[config.mk]
export PLATFORM = sky130hd
export DESIGN_NAME = ro_meas_ctrl
export DESIGN_NICKNAME = d
export VERILOG_FILES = /design/src/rtl/ro_meas_pkg.sv /design/src/rtl/ro_edge_sync.sv /design/src/rtl/ro_meas_ctrl.sv
export SDC_FILE = /design/constraint.sdc
export NUM_CORES = 1
export LEC_CHECK = 0
export ABC_AREA = 0
export CAP_MARGIN = 20
export CORE_AREA = 2 2 92 112
export DETAILED_ROUTE_END_ITERATION = 10
export DIE_AREA = 0 0 94 114
export PLACE_DENSITY = 0.75
export SYNTH_ARGS = -nofsm -noshare
export SYNTH_HDL_FRONTEND = slang
export SYNTH_HIERARCHICAL = 1
export SYNTH_SLANG_ARGS = --single-unit
[constraint.sdc]
create_clock -name ro_clk -period 6.6 [get_ports ro_clk]
set_input_delay 1.32 -clock ro_clk [delete_from_list [all_inputs] [get_ports ro_clk]]
set_output_delay 1.32 -clock ro_clk [all_outputs]
set_load 0.02 [all_outputs]
[src/rtl/ro_meas_pkg.sv]
// Shared types and constants for the ring-oscillator measurement sequencer.
package ro_meas_pkg;

  // Sequencer states.
  typedef enum logic [2:0] {
    IDLE   = 3'd0,
    SETTLE = 3'd1,
    COUNT  = 3'd2,
    DRAIN  = 3'd3,
    DONE   = 3'd4
  } state_t;

  // Cycles spent after the window closes so the synchronizer pipeline empties.
  localparam int unsigned DRAIN_CYCLES = 2;

  // Depth of the oscillator synchronizer; the count qualifier is delayed by the same amount.
  localparam int unsigned SYNC_STAGES = 2;

  // Even parity over a status byte, for integrity checks on packed status words.
  function automatic logic parity8(input logic [7:0] data);
    return ^data;
  endfunction

endpackage

[src/rtl/ro_edge_sync.sv]
// Synchronizer plus previous-value register producing a rising-edge strobe.
// 'load' fills the whole pipeline with the current synchronized value so that
// switching oscillators never produces a false edge.
module ro_edge_sync
  import ro_meas_pkg::*;
(
  input  logic clk,
  input  logic rst_n,
  input  logic load,
  input  logic d,
  output logic rise
);

  logic [SYNC_STAGES-1:0] sync_r;
  logic                   prev_r;

  // Synchronizer chain and previous-value register, reloadable to suppress spurious edges.
  always_ff @(posedge clk or negedge rst_n) begin
    if (!rst_n) begin
      sync_r <= '0;
      prev_r <= 1'b0;
    end else if (load) begin
      sync_r <= {SYNC_STAGES{sync_r[SYNC_STAGES-1]}};
      prev_r <= sync_r[SYNC_STAGES-1];
    end else begin
      sync_r <= {sync_r[SYNC_STAGES-2:0], d};
      prev_r <= sync_r[SYNC_STAGES-1];
    end
  end

  assign rise = sync_r[SYNC_STAGES-1] & ~prev_r;

endmodule

[src/rtl/ro_meas_ctrl.sv]
// Ring-oscillator measurement sequencer: enables one oscillator, lets it settle,
// counts its synchronized rising edges over a programmable window and returns
// the count through a valid/ready result port.
// Build option: define RO_MEAS_SETTLE_EN to include the SETTLE phase; without it
// a request goes straight from IDLE to COUNT.
module ro_meas_ctrl
  import ro_meas_pkg::*;
#(
  parameter int NUM_RO        = 4,
  parameter int CNT_W         = 16,
  parameter int WIN_W         = 16,
  parameter int SETTLE_CYCLES = 8
) (
  input  logic                      ro_clk,
  input  logic                      ro_rst_n,
  input  logic                      start_i,
  input  logic                      abort_i,
  input  logic [$clog2(NUM_RO)-1:0] sel_i,
  input  logic [WIN_W-1:0]          win_i,
  input  logic [NUM_RO-1:0]         ro_q_i,
  output logic [NUM_RO-1:0]         ro_en_o,
  output logic                      busy_o,
  output logic                      res_valid_o,
  input  logic                      res_ready_i,
  output logic [CNT_W-1:0]          res_cnt_o,
  output logic [$clog2(NUM_RO)-1:0] res_sel_o,
  output logic                      res_ovf_o
);

  localparam int SEL_W = $clog2(NUM_RO);
  localparam int SET_W = $clog2(SETTLE_CYCLES + 1);
  localparam int TMR_W = (WIN_W > SET_W) ? WIN_W : SET_W;

  localparam logic [TMR_W-1:0] TMR_ONE    = {{(TMR_W-1){1'b0}}, 1'b1};
  localparam logic [TMR_W-1:0] DRAIN_LOAD = TMR_W'(DRAIN_CYCLES - 1);
`ifdef RO_MEAS_SETTLE_EN
  localparam logic [TMR_W-1:0] SETTLE_LOAD = TMR_W'(SETTLE_CYCLES - 1);
`endif
  localparam logic [CNT_W-1:0] CNT_MAX = {CNT_W{1'b1}};
  localparam logic [CNT_W-1:0] CNT_ONE = {{(CNT_W-1){1'b0}}, 1'b1};

  state_t                   state_r;
  logic [SEL_W-1:0]         sel_r;
  logic [WIN_W-1:0]         win_r;
  logic [TMR_W-1:0]         tmr_r;
  logic [CNT_W-1:0]         cnt_r;
  logic                     ovf_r;
  logic [SYNC_STAGES-1:0]   cnt_dly_r;

  logic                     sel_ok;
  logic                     start_acc;
  logic                     abort_acc;
  logic [NUM_RO-1:0]        sel_onehot;
  logic                     ro_mux;
  logic                     rise;
  logic                     cnt_inc;
  logic [CNT_W-1:0]         cnt_next;
  logic                     ovf_next;

  // Request qualification: accepted starts and aborts that actually take effect.
  always_comb begin
    sel_ok    = (int'(sel_i) < NUM_RO);
    start_acc = 1'b0;
    abort_acc = 1'b0;
    if (state_r == IDLE) begin
      start_acc = start_i && sel_ok;
    end else begin
      start_acc = 1'b0;
    end
    if ((state_r == SETTLE) || (state_r == COUNT) || (state_r == DRAIN)) begin
      abort_acc = abort_i;
    end else begin
      abort_acc = 1'b0;
    end
  end

  // Decode the requested index into an enable pattern and select the active oscillator.
  always_comb begin
    sel_onehot = '0;
    ro_mux     = 1'b0;
    for (int i = 0; i < NUM_RO; i++) begin
      if (sel_i == SEL_W'(i)) begin
        sel_onehot[i] = 1'b1;
      end else begin
        sel_onehot[i] = 1'b0;
      end
      if (sel_r == SEL_W'(i)) begin
        ro_mux = ro_q_i[i];
      end else begin
        ro_mux = ro_mux;
      end
    end
  end

  ro_edge_sync u_edge_sync (
    .clk   (ro_clk),
    .rst_n (ro_rst_n),
    .load  (start_acc),
    .d     (ro_mux),
    .rise  (rise)
  );

  // Saturating next-count: edges count only while the delayed window flag is set.
  always_comb begin
    cnt_inc  = 1'b0;
    cnt_next = cnt_r;
    ovf_next = ovf_r;
    if (cnt_dly_r[SYNC_STAGES-1] && rise &&
        ((state_r == COUNT) || (state_r == DRAIN))) begin
      cnt_inc = 1'b1;
    end else begin
      cnt_inc = 1'b0;
    end
    if (cnt_inc) begin
      if (cnt_r == CNT_MAX) begin
        ovf_next = 1'b1;
      end else begin
        cnt_next = cnt_r + CNT_ONE;
      end
    end else begin
      cnt_next = cnt_r;
    end
  end

  // Edge counter and window-flag delay line aligned with the synchronizer latency.
  always_ff @(posedge ro_clk or negedge ro_rst_n) begin
    if (!ro_rst_n) begin
      cnt_r     <= '0;
      ovf_r     <= 1'b0;
      cnt_dly_r <= '0;
    end else if (start_acc || abort_acc) begin
      cnt_r     <= '0;
      ovf_r     <= 1'b0;
      cnt_dly_r <= '0;
    end else begin
      cnt_r     <= cnt_next;
      ovf_r     <= ovf_next;
      cnt_dly_r <= {cnt_dly_r[SYNC_STAGES-2:0], (state_r == COUNT)};
    end
  end

  // Sequencer FSM with registered enables, status and result outputs.
  always_ff @(posedge ro_clk or negedge ro_rst_n) begin
    if (!ro_rst_n) begin
      state_r     <= IDLE;
      sel_r       <= '0;
      win_r       <= '0;
      tmr_r       <= '0;
      ro_en_o     <= '0;
      busy_o      <= 1'b0;
      res_valid_o <= 1'b0;
      res_cnt_o   <= '0;
      res_sel_o   <= '0;
      res_ovf_o   <= 1'b0;
    end else if (abort_acc) begin
      state_r <= IDLE;
      tmr_r   <= '0;
      ro_en_o <= '0;
      busy_o  <= 1'b0;
    end else begin
      case (state_r)
        IDLE: begin
          if (start_acc) begin
            sel_r  <= sel_i;
            win_r  <= win_i;
            busy_o <= 1'b1;
`ifdef RO_MEAS_SETTLE_EN
            state_r <= SETTLE;
            tmr_r   <= SETTLE_LOAD;
            ro_en_o <= sel_onehot;
`else
            if (win_i == '0) begin
              state_r <= DRAIN;
              tmr_r   <= DRAIN_LOAD;
              ro_en_o <= '0;
            end else begin
              state_r <= COUNT;
              tmr_r   <= TMR_W'(win_i) - TMR_ONE;
              ro_en_o <= sel_onehot;
            end
`endif
          end else begin
            state_r <= IDLE;
          end
        end
        SETTLE: begin
          if (tmr_r != '0) begin
            tmr_r <= tmr_r - TMR_ONE;
          end else if (win_r == '0) begin
            state_r <= DRAIN;
            tmr_r   <= DRAIN_LOAD;
            ro_en_o <= '0;
          end else begin
            state_r <= COUNT;
            tmr_r   <= TMR_W'(win_r) - TMR_ONE;
          end
        end
        COUNT: begin
          if (tmr_r != '0) begin
            tmr_r <= tmr_r - TMR_ONE;
          end else begin
            state_r <= DRAIN;
            tmr_r   <= DRAIN_LOAD;
            ro_en_o <= '0;
          end
        end
        DRAIN: begin
          if (tmr_r != '0) begin
            tmr_r <= tmr_r - TMR_ONE;
          end else begin
            state_r     <= DONE;
            res_valid_o <= 1'b1;
            res_cnt_o   <= cnt_next;
            res_ovf_o   <= ovf_next;
            res_sel_o   <= sel_r;
          end
        end
        DONE: begin
          if (res_ready_i) begin
            state_r     <= IDLE;
            res_valid_o <= 1'b0;
            busy_o      <= 1'b0;
          end else begin
            state_r <= DONE;
          end
        end
        default: begin
          state_r     <= IDLE;
          tmr_r       <= '0;
          ro_en_o     <= '0;
          busy_o      <= 1'b0;
          res_valid_o <= 1'b0;
        end
      endcase
    end
  end

endmodule
==> flow_metrics.py <==
metrics = {
    "run_status": {
        "outcome": "finished clean",
    },
    "cts": {
        "cts_resized": 0,
        "cts_num_sinks": 84,
        "htree_levels": 3,
        "numCtsBuffers": 9,
        "cts_tree": "done",
        "holdBufCountCts": 0,
        "worstSkewPairLatency_ns": 0.35,
        "cts.clk_slew.worst_paths_ns": 0.07,
        "cts_root_buf": "clkbuf_16",
        "post-cts-setup-buffer-count": 0,
        "clockBufferDepth": 2,
    },
    "worst_setup_path": {
        "r2r-end": "ro_en_o[0]",
        "r2r-start": "win_r[0]",
        "reg2reg_depth": 8,
        "path_max_fanout": 5,
        "critPathCaptureType": "flip-flop",
        "reg2reg_slack_ns": 3.63,
        "required_ns": 6.83,
        "cp_data_arrival_time_ns": 3.95,
        "cp-start-kind": "primary input",
        "path_class": "primary input to flip-flop",
    },
    "hold_path": {
        "hp-class": "flip-flop to flip-flop",
        "min_to": "u_edge_sync/prev_r",
        "whs_path_depth": 0,
        "min_from": "u_edge_sync/sync_r[1]",
    },
    "synth": {
        "synth_top_area_share_pct": 42.3,
        "syn-mean-instance-area_sq_um": 8.98,
        "ys_seq_area_share_pct": 42.3,
        "synth_nets": 586,
        "syn-instance-count": 554,
        "synth_edf_count": 0,
        "synth-main-ff-cell": "dfrtp_1",
        "synthTopCellsByCount": "dfrtp_1, nand2_1, nor2_1, o21ai_0, a21oi_1",
        "ys_types": 58,
        "ys_top_cells_by_area": "dfrtp_1, o21ai_0, mux2_2",
        "yosys.area.top_type": "dfrtp_1",
        "yosysWarnings": 6,
        "syn_area_sq_um": 4970,
        "synthArstFlopShare_pct": 100,
        "ys_seq_elements": 84,
        "synth.most_common_cell": "dfrtp_1",
    },
    "sta": {
        "fmax_ghz": 0.269,
        "whs_ns": 0.408,
        "fin_skew_ns": 0.00824,
        "max-slew-margin-rel_pct": 42.3,
        "fin_tns_setup_ns": 0,
        "final.period_utilization_pct": 56.3,
        "rsz0062_at_grt": "false",
        "min_period_ns": 3.72,
        "hold_viol": 0,
        "finalSetupViolations": 0,
        "finalMaxSlewViolations": 0,
        "worst_slew_pin_slew_ns": 0.854,
    },
    "global_route": {
        "grt_usage_pct": 25.1,
        "grt_overflow": 0,
        "grt_pass1_wl_mm": 21.2,
        "grt_max_degree": 85,
        "grt_pass1_vias": 4350,
        "antenna_found_initial": 0,
    },
    "placed_design": {
        "place_area_sq_um": 5560,
        "place.detailed.hpwl_mm": 9.59,
        "io_buffers": 51,
        "place.gp.congestion": 1.00,
    },
    "route": {
        "vias": 4461,
        "antenna_left": 0,
        "route.detailed.drc": 0,
        "first_pass_iters": 5,
        "detail_route.iter0.violations": 306,
        "wl_mm": 12.9,
        "vias_per_cell": 6.09,
        "wl_per_cell_microns": 17.7,
    },
    "floorplanning": {
        "die_area_sq_um": 10700,
        "die_h_microns": 114,
        "start_util_pct": 51.0,
        "fp.dieW_microns": 94,
        "fp-row-count": 40,
        "core_sq_um": 9760,
        "pin_count": 52,
    },
    "pwr": {
        "irDropWorstVdd_uv": 173,
        "pwr_density_cell_nw_per_um2": 278,
        "fin_total_pwr_mw": 1.64,
        "power_leakage_nw": 2.35,
    },
    "layout": {
        "drive_above_1_share_pct": 9.57,
        "final_nets": 633,
        "fin_util_pct": 60.7,
        "n_fill_cell": 847,
        "final_area_sq_um": 5920,
        "syn_to_final_growth_pct": 19.0,
        "n_antenna_cell": 0,
    },
    "flow_run": {
        "max_cap_violations": 0,
    },
}
[through the flow]
stage / worst slack (ns) / cells
5_1_grt: 2.56 / 732
3_5_place_dp: 2.57 / 714
6_report: 2.88 / 732
2_1_floorplan: 3.46 / 554
3_3_place_gp: 2.68 / 714
4_1_cts: 2.94 / 730
[registers in the layout, indices dropped and copies added (netlist names), 2 cells and up]
register	count
sel_r	2
tmr_r	16
state_r	3
res_sel_o	2
cnt_r	16
res_cnt_o	16
u_edge_sync/sync_r	2
cnt_dly_r	2
win_r	16
ro_en_o	4
[worst max-delay path, stage by stage]
cell             delay, ns
clkdlybuf4s50_1       0.47
inv_1                 0.11
ha_1                  0.22
nor4b_1               0.72
nand3_1               0.23
nor4b_1               0.41
xnor2_1               0.17
nor3_1                0.07
a211o_1               0.23
[metal layers]
layer	GRT usage (%)	vias up	part of all wire, %
met1	29.0	2129	39
met2	44.0	165	51
met3	4.62	49	4.8
met4	13.0	0	4.5
met5	0	-	0
li1	-	2118	-
[report_power, final]
| part | leakage, nW | internal, mW | switching, mW |
|---|---|---|---|
| combinational | 1.10 | 0.185 | 0.237 |
| clock | 0.156 | 0.311 | 0.220 |
| sequential | 1.10 | 0.587 | 0.103 |
[cell type report]
type	count	area [sq um]	area share [%]
multi-input combinational	436	2720	46.0
sequential	84	2100	35.5
timing repair buffer	56	573	9.68
clock buffer	10	239	4.04
tap	126	158	2.66
clock inverter	6	76.3	1.29
inverter	14	52.6	0.887
[cell usage in the layout, fill, tap and decap left out, types with 6 or more instances in the layout]
cell type / netlist / final
a21oi_1: 24 / 24
nand4_1: 9 / 9
or3_1: 9 / 9
nand2b_1: 10 / 10
nand3_1: 22 / 22
xnor2_1: 14 / 14
dfrtp_1: 84 / 84
o22ai_1: 7 / 7
o21ai_0: 50 / 50
mux2i_1: 9 / 9
clkdlybuf4s50_1: 0 / 50
clkbuf_16: 0 / 9
xor2_1: 16 / 16
nor3_1: 20 / 20
a22o_1: 6 / 6
inv_1: 14 / 14
nand2_1: 63 / 63
mux2_2: 21 / 21
or2_2: 6 / 6
nor2_1: 57 / 57
nor4_1: 14 / 14
[kinds of logic (layout without fill, tap and decap cells)]
kind of cell	after synthesis	after routing	synth area share [%]
buf+inv	34	86	3.04
fa+ha+maj	5	5	1.26
xor+xnor	30	30	5.28
compound gates	122	122	15.2
mux	31	31	7.02
flops	84	84	42.3
simple gates	248	248	26.0
[worst max-delay path by stage]
stage / depth (start not counted) / from / to
finish: 9 / win_i[0] / tmr_r[14]
floorplan: 8 / win_i[0] / tmr_r[14]
global placement: 9 / win_i[0] / tmr_r[14]
detailed placement: 9 / win_i[0] / tmr_r[14]
global route: 9 / win_i[0] / tmr_r[14]
CTS: 9 / win_i[0] / tmr_r[14]
Power figures use the tool's default switching activity.
